**src/rtl/strtup_pkg.sv**
```systemverilog
// Shared types, default constants and mask helpers for the startup sequencer.
//   state_e           sequencer states OFF/UP/ON/DOWN
//   DEF_*             default parameter values
//   lowest_clr_mask   one-hot mask of the lowest clear bit (priority encoder)
//   highest_set_mask  one-hot mask of the highest set bit (priority encoder)
package strtup_pkg;

   localparam int unsigned MAX_PHASES     = 16;
   localparam int unsigned DEF_NUM_PHASES = 4;
   localparam int unsigned DEF_PHASE_DLY  = 16;
   localparam int unsigned DEF_TIMEOUT    = 1024;

   typedef enum logic [1:0] {
      ST_OFF  = 2'd0,
      ST_UP   = 2'd1,
      ST_ON   = 2'd2,
      ST_DOWN = 2'd3
   } state_e;

   // Next bit to raise: lowest clear bit scanning upward.
   function automatic logic [MAX_PHASES-1:0] lowest_clr_mask(input logic [MAX_PHASES-1:0] v);
      logic [MAX_PHASES-1:0] m;
      logic                  found;
      m     = '0;
      found = 1'b0;
      for (int i = 0; i < int'(MAX_PHASES); i++) begin
         if (!found && !v[i]) begin
            m[i]  = 1'b1;
            found = 1'b1;
         end
      end
      return m;
   endfunction

   // Next bit to drop: highest set bit scanning downward.
   function automatic logic [MAX_PHASES-1:0] highest_set_mask(input logic [MAX_PHASES-1:0] v);
      logic [MAX_PHASES-1:0] m;
      logic                  found;
      m     = '0;
      found = 1'b0;
      for (int i = int'(MAX_PHASES) - 1; i >= 0; i--) begin
         if (!found && v[i]) begin
            m[i]  = 1'b1;
            found = 1'b1;
         end
      end
      return m;
   endfunction

endpackage

```
**src/rtl/strtup_dly_cnt.sv**
```systemverilog
// Phase-delay counter for the startup sequencer.
//   clk   startup clock
//   rst   synchronous active-high reset
//   clr   force counter to 0 (state entry, idle states)
//   hold  freeze counter
//   tc_c  combinational terminal-count flag: counter at PHASE_DLY-1 and not held
module strtup_dly_cnt
   import strtup_pkg::*;
#(
   parameter int unsigned PHASE_DLY = DEF_PHASE_DLY
) (
   input  logic clk,
   input  logic rst,
   input  logic clr,
   input  logic hold,
   output logic tc_c
);

   localparam int unsigned CNT_W = $clog2(PHASE_DLY + 1);

   logic [CNT_W-1:0] cnt_q;
   logic [CNT_W-1:0] cnt_d;

   // With PHASE_DLY=1 the terminal value is 0, so the counter never leaves 0.
   assign tc_c = !hold && (cnt_q == CNT_W'(PHASE_DLY - 1));

   always_comb begin
      cnt_d = cnt_q;
      if (clr) begin
         cnt_d = '0;
      end else if (hold) begin
         cnt_d = cnt_q;
      end else if (tc_c) begin
         cnt_d = '0;
      end else begin
         cnt_d = cnt_q + CNT_W'(1);
      end
   end

   always_ff @(posedge clk) begin
      if (rst) begin
         cnt_q <= '0;
      end else begin
         cnt_q <= cnt_d;
      end
   end

endmodule

```
**src/rtl/strtup_seq.sv**
```systemverilog
// Startup/shutdown sequencer: raises NUM_PHASES thermometer enables one at a
// time, PHASE_DLY cycles apart, on REQ=1 and drops them in reverse on REQ=0.
//   UCLK      startup clock, rising edge
//   RST       synchronous active-high reset
//   REQ       level request (1 = up, 0 = down)
//   HOLD      freezes the phase-delay counter in UP/DOWN
//   PHASE_EN  thermometer enables, bit 0 first up / last down
//   BUSY      1 in UP or DOWN
//   DONE      1 in ON
//   ERR       sticky hold-timeout fault
// Optional macro STRTUP_TIMEOUT_EN: hold-timeout watchdog (TIMEOUT consecutive
// held cycles in UP/DOWN force an orderly shutdown and latch ERR until RST).
module strtup_seq
   import strtup_pkg::*;
#(
   parameter int unsigned NUM_PHASES = DEF_NUM_PHASES,
   parameter int unsigned PHASE_DLY  = DEF_PHASE_DLY,
   parameter int unsigned TIMEOUT    = DEF_TIMEOUT
) (
   input  logic                  UCLK,
   input  logic                  RST,
   input  logic                  REQ,
   input  logic                  HOLD,
   output logic [NUM_PHASES-1:0] PHASE_EN,
   output logic                  BUSY,
   output logic                  DONE,
   output logic                  ERR
);

   // Elaboration-time legality check on parameters.
   if (NUM_PHASES == 0 || NUM_PHASES > MAX_PHASES ||
       PHASE_DLY == 0 || PHASE_DLY > 65535 || TIMEOUT == 0) begin : g_param_chk
      $error("strtup_seq: illegal parameter value");
   end

   state_e                state_q;
   state_e                state_d;
   logic [NUM_PHASES-1:0] phase_en_q;
   logic [NUM_PHASES-1:0] phase_en_d;
   logic                  busy_q;
   logic                  busy_d;
   logic                  done_q;
   logic                  done_d;

   logic [NUM_PHASES-1:0] up_nxt_c;
   logic [NUM_PHASES-1:0] dn_nxt_c;
   logic                  step_c;
   logic                  clr_c;
   logic                  tc_c;
   logic                  req_c;
   logic                  hold_c;
   logic                  to_hit_c;
   logic                  err_q;

   // Candidate enable vectors for a step up / step down.
   assign up_nxt_c = phase_en_q
                   | NUM_PHASES'(lowest_clr_mask(MAX_PHASES'(phase_en_q)));
   assign dn_nxt_c = phase_en_q
                   & ~NUM_PHASES'(highest_set_mask(MAX_PHASES'(phase_en_q)));

`ifdef STRTUP_TIMEOUT_EN
   localparam int unsigned TO_W = $clog2(TIMEOUT + 1);

   logic [TO_W-1:0] hold_cnt_q;
   logic [TO_W-1:0] hold_cnt_d;
   logic            err_d;
   logic            act_c;

   // Once faulted, REQ and HOLD are masked so DOWN runs to OFF and stays there.
   assign req_c  = REQ & ~err_q;
   assign hold_c = HOLD & ~err_q;
   assign act_c  = (state_q == ST_UP) || (state_q == ST_DOWN);

   assign to_hit_c = act_c && HOLD && !err_q && (hold_cnt_q == TO_W'(TIMEOUT - 1));
   assign err_d    = err_q | to_hit_c;

   // Consecutive-hold counter; restarts on HOLD=0 or any state change.
   always_comb begin
      hold_cnt_d = '0;
      if (act_c && HOLD && !err_q && !to_hit_c && (state_d == state_q)) begin
         hold_cnt_d = hold_cnt_q + TO_W'(1);
      end
   end

   always_ff @(posedge UCLK) begin
      if (RST) begin
         hold_cnt_q <= '0;
         err_q      <= 1'b0;
      end else begin
         hold_cnt_q <= hold_cnt_d;
         err_q      <= err_d;
      end
   end
`else
   assign req_c    = REQ;
   assign hold_c   = HOLD;
   assign to_hit_c = 1'b0;
   assign err_q    = 1'b0;
`endif

   strtup_dly_cnt #(
      .PHASE_DLY (PHASE_DLY)
   ) u_dly_cnt (
      .clk  (UCLK),
      .rst  (RST),
      .clr  (clr_c),
      .hold (hold_c),
      .tc_c (tc_c)
   );

   // State and registered outputs.
   always_ff @(posedge UCLK) begin
      if (RST) begin
         state_q    <= ST_OFF;
         phase_en_q <= '0;
         busy_q     <= 1'b0;
         done_q     <= 1'b0;
      end else begin
         state_q    <= state_d;
         phase_en_q <= phase_en_d;
         busy_q     <= busy_d;
         done_q     <= done_d;
      end
   end

   // Next state; a REQ reversal takes priority over a pending phase step.
   always_comb begin
      state_d = state_q;
      step_c  = 1'b0;
      case (state_q)
         ST_OFF: begin
            if (req_c) state_d = ST_UP;
         end
         ST_UP: begin
            if (!req_c) begin
               state_d = ST_DOWN;
            end else if (tc_c) begin
               step_c = 1'b1;
               if (&up_nxt_c) state_d = ST_ON;
            end
         end
         ST_ON: begin
            if (!req_c) state_d = ST_DOWN;
         end
         ST_DOWN: begin
            if (req_c) begin
               state_d = ST_UP;
            end else if (tc_c) begin
               step_c = 1'b1;
               if (dn_nxt_c == '0) state_d = ST_OFF;
            end
         end
         default: state_d = ST_OFF;
      endcase
      if (to_hit_c) begin
         state_d = ST_DOWN;
         step_c  = 1'b0;
      end
   end

   // Counter restarts on every state change and idles at 0 in OFF/ON.
   assign clr_c = (state_q == ST_OFF) || (state_q == ST_ON) ||
                  (state_d != state_q) || to_hit_c;

   // Output next values.
   always_comb begin
      phase_en_d = phase_en_q;
      if (step_c) begin
         phase_en_d = (state_q == ST_UP) ? up_nxt_c : dn_nxt_c;
      end
      busy_d = (state_d == ST_UP) || (state_d == ST_DOWN);
      done_d = (state_d == ST_ON);
   end

   assign PHASE_EN = phase_en_q;
   assign BUSY     = busy_q;
   assign DONE     = done_q;
   assign ERR      = err_q;

endmodule

```
**config.mk**
```make
export PLATFORM = sky130hd
export DESIGN_NAME = strtup_seq
export DESIGN_NICKNAME = d
export VERILOG_FILES = /design/src/rtl/strtup_pkg.sv /design/src/rtl/strtup_dly_cnt.sv /design/src/rtl/strtup_seq.sv
export SDC_FILE = /design/constraint.sdc
export NUM_CORES = 1
export LEC_CHECK = 0
export BUFFER_PORTS_ARGS = -buffer_cell sky130_fd_sc_hd__buf_4
export CAP_MARGIN = 10
export CORE_AREA = 4 4 41 43
export DETAILED_ROUTE_END_ITERATION = 12
export DIE_AREA = 0 0 45 47
export GPL_TIMING_DRIVEN = 0
export PLACE_DENSITY = 0.72
export SYNTH_ARGS = -nofsm -noshare
export SYNTH_HDL_FRONTEND = slang
export SYNTH_SLANG_ARGS = --single-unit
export TNS_END_PERCENT = 100
```
**constraint.sdc**
```tcl
create_clock -name UCLK -period 2.1 [get_ports UCLK]
set_input_delay 0.315 -clock UCLK [delete_from_list [all_inputs] [get_ports UCLK]]
set_output_delay 0.315 -clock UCLK [all_outputs]
set_load 0.01 [all_outputs]
```
* After elaboration in Yosys (flattened, before gate mapping)
Index checks and enable logic that the tools add are counted.
** Word-level totals
- Flip-flop bits (word level) :: 13
- Memory bits (read-only) :: 0
- Memory bits (writable) :: 0
- Latch bits :: 0
- Word-level logic and storage cells :: 67
- Memories :: 0
- Input port bits :: 4
** Operators by class
- Equality and inequality tests :: 8
- Bitwise logic cells :: 3
- Multiply operators :: 0
- Add/sub/neg operators :: 1
- Reductions and logical operators :: 23
- Div/mod/pow operators :: 0
- $lt $le $gt $ge :: 0
- Mux-type cells :: 27
- Shifts and indexed selects :: 0
** Operators with widths (count)
- two-way mux 2 bit :: 8
- two-way mux 1 bit :: 15
- logical NOT 1 bit :: 9
- equality test 2 bit (second input constant) :: 4
- case mux 2 bit (4 select lines) :: 1
- logical AND 1 bit :: 7
- adder 5 x 1 -> 5 bit (second input constant) :: 1
- equality test 5 x 4 -> 1 bit (second input constant) :: 1
- two-way mux 5 bit :: 1
- bitwise AND 4 bit :: 1
- equality test 2 x 1 -> 1 bit (second input constant) :: 2
- logical NOT 4 bit :: 1
- two-way mux 4 bit :: 1
- inverter 4 bit :: 1
- bitwise OR 4 bit :: 1
- AND reduction 4 bit :: 1
- logical OR 1 bit :: 3
- logical NOT 2 bit :: 1
- inequality test 2 bit :: 1
- case mux 1 bit (2 select lines) :: 1
- OR reduction 2 bit :: 1

* Depth between registers and ports, before layout
Gate-level depths: netlist (run 1).
- Depth in word-level cells :: 20
- Mapped depth :: 5
- Mapped depth without buffers :: 5

* Modules after synthesis
A second synthesis (run 1) with hierarchy kept.
** Unflattened totals
- Cells, all modules :: 82
- Area total of the unflattened synthesis :: 696.9 um2
** Modules (own cells, without submodules)
- strtup_seq :: instances 1, sequential area each 140.1 um2, cells an instance 58, area each 460.4 um2
- strtup_dly_cnt :: instances 1, sequential area each 100.1 um2, cells an instance 24, area each 236.5 um2

* Worst setup path after synthesis (run 1)
Ideal clock, no wire load.
- Kind :: flip-flop to flip-flop
- Start :: register u_dly_cnt.cnt_q[0]
- End :: register phase_en_q[0], in the netlist PHASE_EN[0]
- Arrival time :: 1.485 ns
- Data required time :: 1.968 ns
- Stages on the path, launching flop included :: 6
- Library setup time :: 0.132 ns
- Path buffers :: 0
- Path slack :: 0.483 ns
- Cells stage by stage :: dfxtp_1 -> ha_1 -> nand4b_2 -> or4b_4 -> o41ai_2 -> a21oi_1
** Between the ends
- Longest elaborated chain between the ends :: 5
** RTL lines
- start, declared :: line strtup_dly_cnt.sv:21 : logic [CNT_W-1:0] cnt_q;
- start signal, assigned :: line strtup_dly_cnt.sv:44 : cnt_q <= cnt_d;
- equality test 5 x 4 -> 1 bit * :: line strtup_dly_cnt.sv:25 : assign tc_c = !hold && (cnt_q == CNT_W'(PHASE_DLY - 1));
- logical AND 1 bit * :: line strtup_dly_cnt.sv:25
- two-way mux 1 bit * :: line strtup_seq.sv:137, strtup_seq.sv:148
- two-way mux 1 bit, on equally long branches :: line strtup_seq.sv:146, strtup_seq.sv:135
- case mux 1 bit (2 select lines) * :: line strtup_seq.sv:130 : case (state_q)
- end signal, assigned :: line strtup_seq.sv:120 : phase_en_q <= phase_en_d;
- end, declared :: line strtup_seq.sv:38 : logic [NUM_PHASES-1:0] phase_en_q;
Mark *: on every way between the ends. The rest lies on a longest branch, timed or not.
A chain may end at the register's enable or synchronous reset.

* Worst setup path in the final report (run 1)
Same ends and word-level chain as after synthesis.

==> results of run 1 <==
==> area by class of cell <==
type / instances / area share, %
clock buffers: 4 / 4.625
inverters: 2 / 0.9569
multi-input cells: 56 / 49.12
flip-flops and latches: 12 / 30.62
repair buffers: 8 / 7.656
well taps: 15 / 2.392
plain buffers: 7 / 4.625
==> final timing paths <==
| kind | startpoint | to | slack, ns | depth (start not counted) |
|---|---|---|---|---|
| setup / recovery | u_dly_cnt.cnt_q[0]$_SDFFE_PP0N_ | PHASE_EN[0]$_SDFFE_PP0P_ | 0.30 | 5 |
| hold / removal | HOLD | u_dly_cnt.cnt_q[0]$_SDFFE_PP0N_ | 0.32 | 3 |
| setup reg to reg | u_dly_cnt.cnt_q[0]$_SDFFE_PP0N_ | PHASE_EN[0]$_SDFFE_PP0P_ | 0.30 | 5 |
| hold reg to reg | u_dly_cnt.cnt_q[3]$_SDFFE_PP0N_ | u_dly_cnt.cnt_q[3]$_SDFFE_PP0N_ | 0.56 | 2 |
==> cell families after synthesis <==
kind of cell	synth area share, %
AND/OR/NAND/NOR	26.17
AO/OA/AOI/OAI	22.24
flip-flops	35.89
buffers and inverters	6.542
XOR/XNOR	5.235
adder cells (fa/ha/maj)	1.869
other	0.5602
multiplexers	1.495
==> flip-flops by register name, indices dropped and copies added, names as in the netlist <==
| name | flops |
|---|---|
| DONE | 1 |
| BUSY | 1 |
| PHASE_EN | 4 |
| u_dly_cnt.cnt_q | 5 |
| state_q | 1 |
==> Yosys cell counts (all sizes together) (2+ instances only) <==
| cell | count | area, sq um |
|---|---|---|
| a211o | 2 | 17.52 |
| a211oi | 3 | 22.52 |
| a21oi | 2 | 10.01 |
| a31oi | 2 | 12.51 |
| buf | 7 | 36.28 |
| dfxtp | 12 | 240.2 |
| inv | 2 | 7.510 |
| nand2 | 5 | 18.77 |
| nand3 | 3 | 15.01 |
| nand4b | 2 | 23.77 |
| nor2 | 8 | 30.03 |
| nor2b | 2 | 12.51 |
| nor3 | 3 | 15.01 |
| nor4 | 3 | 18.77 |
| o211ai | 3 | 22.52 |
| xor2 | 3 | 26.28 |
==> routing by layer <==
layer	GRT usage [%]	part of all wire [%]	vias up
met3	2.299	3.7	2
met5	0	0	-
met1	18.48	49	274
li1	-	-	304
met2	28.81	47	14
met4	8.772	0.95	0
==> where the power goes <==
group	switching [mW]	leakage, nW	total, mW	internal [mW]
Clock	0.0771	0.0210	0.182	0.105
Combinational	0.0366	0.220	0.0619	0.0253
Sequential	0.00393	0.0973	0.237	0.233
Total	0.118	0.338	0.481	0.363
==> tightest hold or removal path, stage by stage <==
cell	delay [ns]
buf_4	0.11
xor2_1	0.06
nor2_1	0.07
==> per-stage QoR <==
| stage | std cells | util (%) | worst slack [ns] | instance area, sq um | total power, mW |
|---|---|---|---|---|---|
| 6_report | 104 | 60.29 | 0.2971 | 784.5 | 0.4812 |
| 5_1_grt | 104 | 60.29 | 0.1668 | 784.5 | 0.5011 |
| 4_1_cts | 104 | 60.29 | 0.2837 | 784.5 | 0.4849 |
| 3_5_place_dp | 100 | 57.50 | 0.3423 | 748.2 | 0.3037 |
| 3_3_place_gp | 100 | 57.50 | 0.3752 | 748.2 | 0.3016 |
| 2_1_floorplan | 77 | - | 0.4828 | 669.4 | 0.2848 |
==> impl_metrics.toml, run 1 <==
[setup_path]
crit_family = "simple AND/OR/NAND/NOR gates"
crit_path_start_kind = "flop"
critical_path_arrival_ns = 1.94
required_ns = 2.24
cp_max_fo = 6
max_stage_delay_ns = 0.56
end_kind = "flop"
crit_buf_inv = 0
worst-setup-path-type = "reg -> reg"
cp_cell_sequence = "ha_1, nand4b_2, or4b_4, o41ai_2, a21oi_1"
cp_slowest_cell = "or4b_4"

[sta]
max_slew.worst_pin.slew_ns = 0.4998
maxSlewHeadroom_pct = 66.55
fin_skew_ns = 0.002308
drv_slew = 0
setup-tns-final_ns = 0
period_share_pct = 85.85
fin_hold_ws_ns = 0.3206
rsz0062_at_grt = "false"
setup_viol = 0
clock.fmax_mhz = 554.7
finalCriticalPeriod_ns = 1.803
hold_viol = 0

[die]
rows = 13
dieArea_sq_um = 2115
coreArea_sq_um = 1301
dieWidth_um = 45
die_h_um = 47
io_pins = 11
start_util_pct = 51.44

[cells_and_area]
layout_common_cells = "dfxtp_1 (12), buf_4 (9), nor2_1 (8)"
final-seq-area_sq_um = 240.2
multi_input_area_sq_um = 385.4
area_delta_synth_final_pct = 17.20
layout_commonest_cell = "dfxtp_1"
diodes = 0
layout-drive-gt1-share_pct = 25.84
nNetsFinal = 95
nFillCells = 123

[outcome]
status = "completed"

[logic_synthesis]
ys.flop_type = "dfxtp_1"
synth_area_per_cell_sq_um = 8.693
ys_warn_count = 0
synth_edf_count = 0
synth-seq-cells = 12
syn_nets = 82
syn_area_sq_um = 669.4
synthArstFlopShare_pct = 0
postSynthCellCount = 77
ys_seq_area_share_pct = 35.89
yosysUniqueCellTypes = 34

[route]
first_pass_iters = 4
wl_per_cell_um = 13.13
routed_wl_um = 1366
drc = 0
drtAntennaViolNets = 0
drtIter0Drc = 8
viasPerCell = 5.712
num_vias = 594

[global_route]
grt_max_degree = 11
overflow = 0
grt_pass1_wl_um = 2449
grtUsageTotal_pct = 16.12
grt_pass1_vias = 592
antenna_found_initial = 0

[power]
leakage_nw = 0.3378
powerDensity_nw_per_um2 = 613.3
peakVddDrop_v = 0.0003767

[clocking]
path_clk_slew_ns = 0.08
cts_sinks = 12
cts_hold_buf = 0
cts-root-buf = "clkbuf_4"
cts_buffer_depth = 2
clkLatencyLatePin_ns = 0.27
post_cts_buffers = 0
cts_resized = 0
cts_buffers = 3
cts_tree = "done"
htree_levels = 1

[place]
gp_congestion = 0.7344
port_buffers = 8
dp_hpwl_um = 949.8

[flow_run]
cap_violations = 0

[worst_hold_path]
min_path_type = "in -> reg"
Note: power is estimated with default switching activity, not from simulation.
==> inputs of run 2 (changes only) <==
--- a/config.mk
+++ b/config.mk
@@ -7,11 +7,13 @@
 export LEC_CHECK = 0
 export BUFFER_PORTS_ARGS = -buffer_cell sky130_fd_sc_hd__buf_4
 export CAP_MARGIN = 10
-export CORE_AREA = 4 4 41 43
+export CELL_PAD_IN_SITES_DETAIL_PLACEMENT = 1
+export CELL_PAD_IN_SITES_GLOBAL_PLACEMENT = 2
+export CORE_AREA = 4 4 52 54
 export DETAILED_ROUTE_END_ITERATION = 12
-export DIE_AREA = 0 0 45 47
+export DIE_AREA = 0 0 56 58
 export GPL_TIMING_DRIVEN = 0
-export PLACE_DENSITY = 0.72
+export PLACE_DENSITY_LB_ADDON = 0.1
 export SYNTH_ARGS = -nofsm -noshare
 export SYNTH_HDL_FRONTEND = slang
 export SYNTH_SLANG_ARGS = --single-unit
==> impl_metrics.toml, run 2 (synthesis results as in run 1) <==
[cells_and_area]
largest_reg_flops = 5
fin_util_pct = 35.58
multi_input_area_sq_um = 385.4
stdcell_area_sq_um = 787.0
top_register = "u_dly_cnt.cnt_q"
diodes = 0
layout_commonest_cell = "dfxtp_1"
area_delta_synth_final_pct = 17.57
nNetsFinal = 95
layout-drive-gt1-share_pct = 25.00
layout_common_cells = "dfxtp_1 (12), buf_4 (9), nor2_1 (8)"
nFillCells = 277
final-seq-area_sq_um = 240.2

[power]
p_comb_share_pct = 13.9
powerDensity_nw_per_um2 = 566.3
clockPowerShare_pct = 33.0
peakVddDrop_v = 0.0004333
p_int_mw = 0.3246
pwr-share-seq_pct = 53.2
p_switching_mw = 0.1211
sw_frac_of_total_pct = 27.16
leakage_nw = 0.3306

[die]
rows = 17
dieArea_sq_um = 3248
coreArea_sq_um = 2212
start_util_pct = 30.26
die_h_um = 58
dieWidth_um = 56
io_pins = 11

[setup_path]
crit_path_start_kind = "flop"
cp_max_fo = 6
worst-setup-path-type = "reg -> reg"
critical_path_arrival_ns = 1.94
required_ns = 2.25
max_stage_delay_ns = 0.57
end_kind = "flop"
cp_slowest_cell = "or4b_4"
r2r_slack_ns = 0.31
cp_cell_sequence = "ha_1, nand4b_2, or4b_4, o41ai_2, a21oi_1"

[clocking]
cts_sinks = 12
cts-root-buf = "clkbuf_4"
cts_tree = "done"
post_cts_buffers = 0
clkLatencyLatePin_ns = 0.28
cts_buffer_depth = 2
cts_resized = 0
path_clk_slew_ns = 0.08
cts_hold_buf = 0
cts_buffers = 3
htree_levels = 1

[route]
drc = 0
viasPerCell = 5.052
num_vias = 586
wl_per_cell_um = 12.98
routed_wl_um = 1506
first_pass_iters = 2
drtAntennaViolNets = 0
drtIter0Drc = 5

[sta]
rsz0062_at_grt = "false"
finalCriticalPeriod_ns = 1.792
period_share_pct = 85.33
hold_viol = 0
setup-tns-final_ns = 0
clock.fmax_mhz = 558.1
drv_slew = 0
setup_viol = 0
fin_skew_ns = 0.002844

[global_route]
grt_pass1_wl_um = 2456
grtUsageTotal_pct = 9.610
grt_max_degree = 11
use_met2_pct = 14.69
grt.busiest_layer = "met2"
met1_usage_pct = 12.30
use_met3_pct = 4.677
antenna_found_initial = 0
overflow = 0
grt_pass1_vias = 569

[place]
dpl_cell_area_sq_um = 764.5
port_buffers = 8
dp_hpwl_um = 1109
gp_congestion = 0.6795

[worst_hold_path]
min_path_type = "in -> reg"

[outcome]
status = "completed"

[flow_run]
cap_violations = 0
==> run 2: changes by cell type in the layout (fill, tap and decap cells not counted), sizes merged <==
cell,before,now
clkbuf,4,3
==> run 2: layout make-up <==
class | count | share of cell area (%)
multi-input combinational | 56 | 48.97
buffer | 7 | 4.610
inverter | 2 | 0.9539
timing repair buffer | 8 | 7.631
sequential | 12 | 30.52
clock buffer | 3 | 2.862
tap | 28 | 4.452
==> run 2: power by group through the flow <==
| stage | clock [mW] | combinational (mW) | sequential, mW |
|---|---|---|---|
| after floorplan | 0 | 0.0421 | 0.243 |
| after global placement | 0 | 0.0627 | 0.242 |
| after detailed placement | 0 | 0.0622 | 0.242 |
| after CTS | 0.152 | 0.0630 | 0.237 |
| after global routing | 0.159 | 0.0703 | 0.238 |
| final | 0.147 | 0.0618 | 0.237 |
==> run 2: metrics by stage <==
| step | std cells | total power, mW | worst slack (ns) | hold WS [ns] |
|---|---|---|---|---|
| CTS | 116 | 0.4522 | 0.3012 | 0.3230 |
| finish | 116 | 0.4457 | 0.3081 | 0.3257 |
| global route | 116 | 0.4677 | 0.1796 | 0.3411 |
| detailed placement | 113 | 0.3043 | 0.3189 | 0.5200 |
| global placement | 113 | 0.3047 | 0.3444 | 0.5177 |
| floorplan | 77 | 0.2848 | 0.4828 | 0.4598 |
==> run 2: final timing paths <==
kind | cells past startpoint | start | end
min | 3 | HOLD | u_dly_cnt.cnt_q[0]$_SDFFE_PP0N_
min reg2reg | 2 | u_dly_cnt.cnt_q[4]$_SDFFE_PP0N_ | u_dly_cnt.cnt_q[4]$_SDFFE_PP0N_
max reg2reg | 5 | u_dly_cnt.cnt_q[0]$_SDFFE_PP0N_ | PHASE_EN[0]$_SDFFE_PP0P_
max | 5 | u_dly_cnt.cnt_q[0]$_SDFFE_PP0N_ | PHASE_EN[0]$_SDFFE_PP0P_
==> run 2: worst max-delay path, delay by kind of cell, from the launching register on <==
kind,cells,cell delay (ns)
simple gates,2,0.77
flops,1,0.38
compound gates,2,0.32
fa+ha+maj,1,0.20
==> run 2: metal layers <==
layer	share of wire (%)	routed length (um)
met5	0	0
met4	1.1	17
met3	5.1	77
met2	43	653
met1	50	758
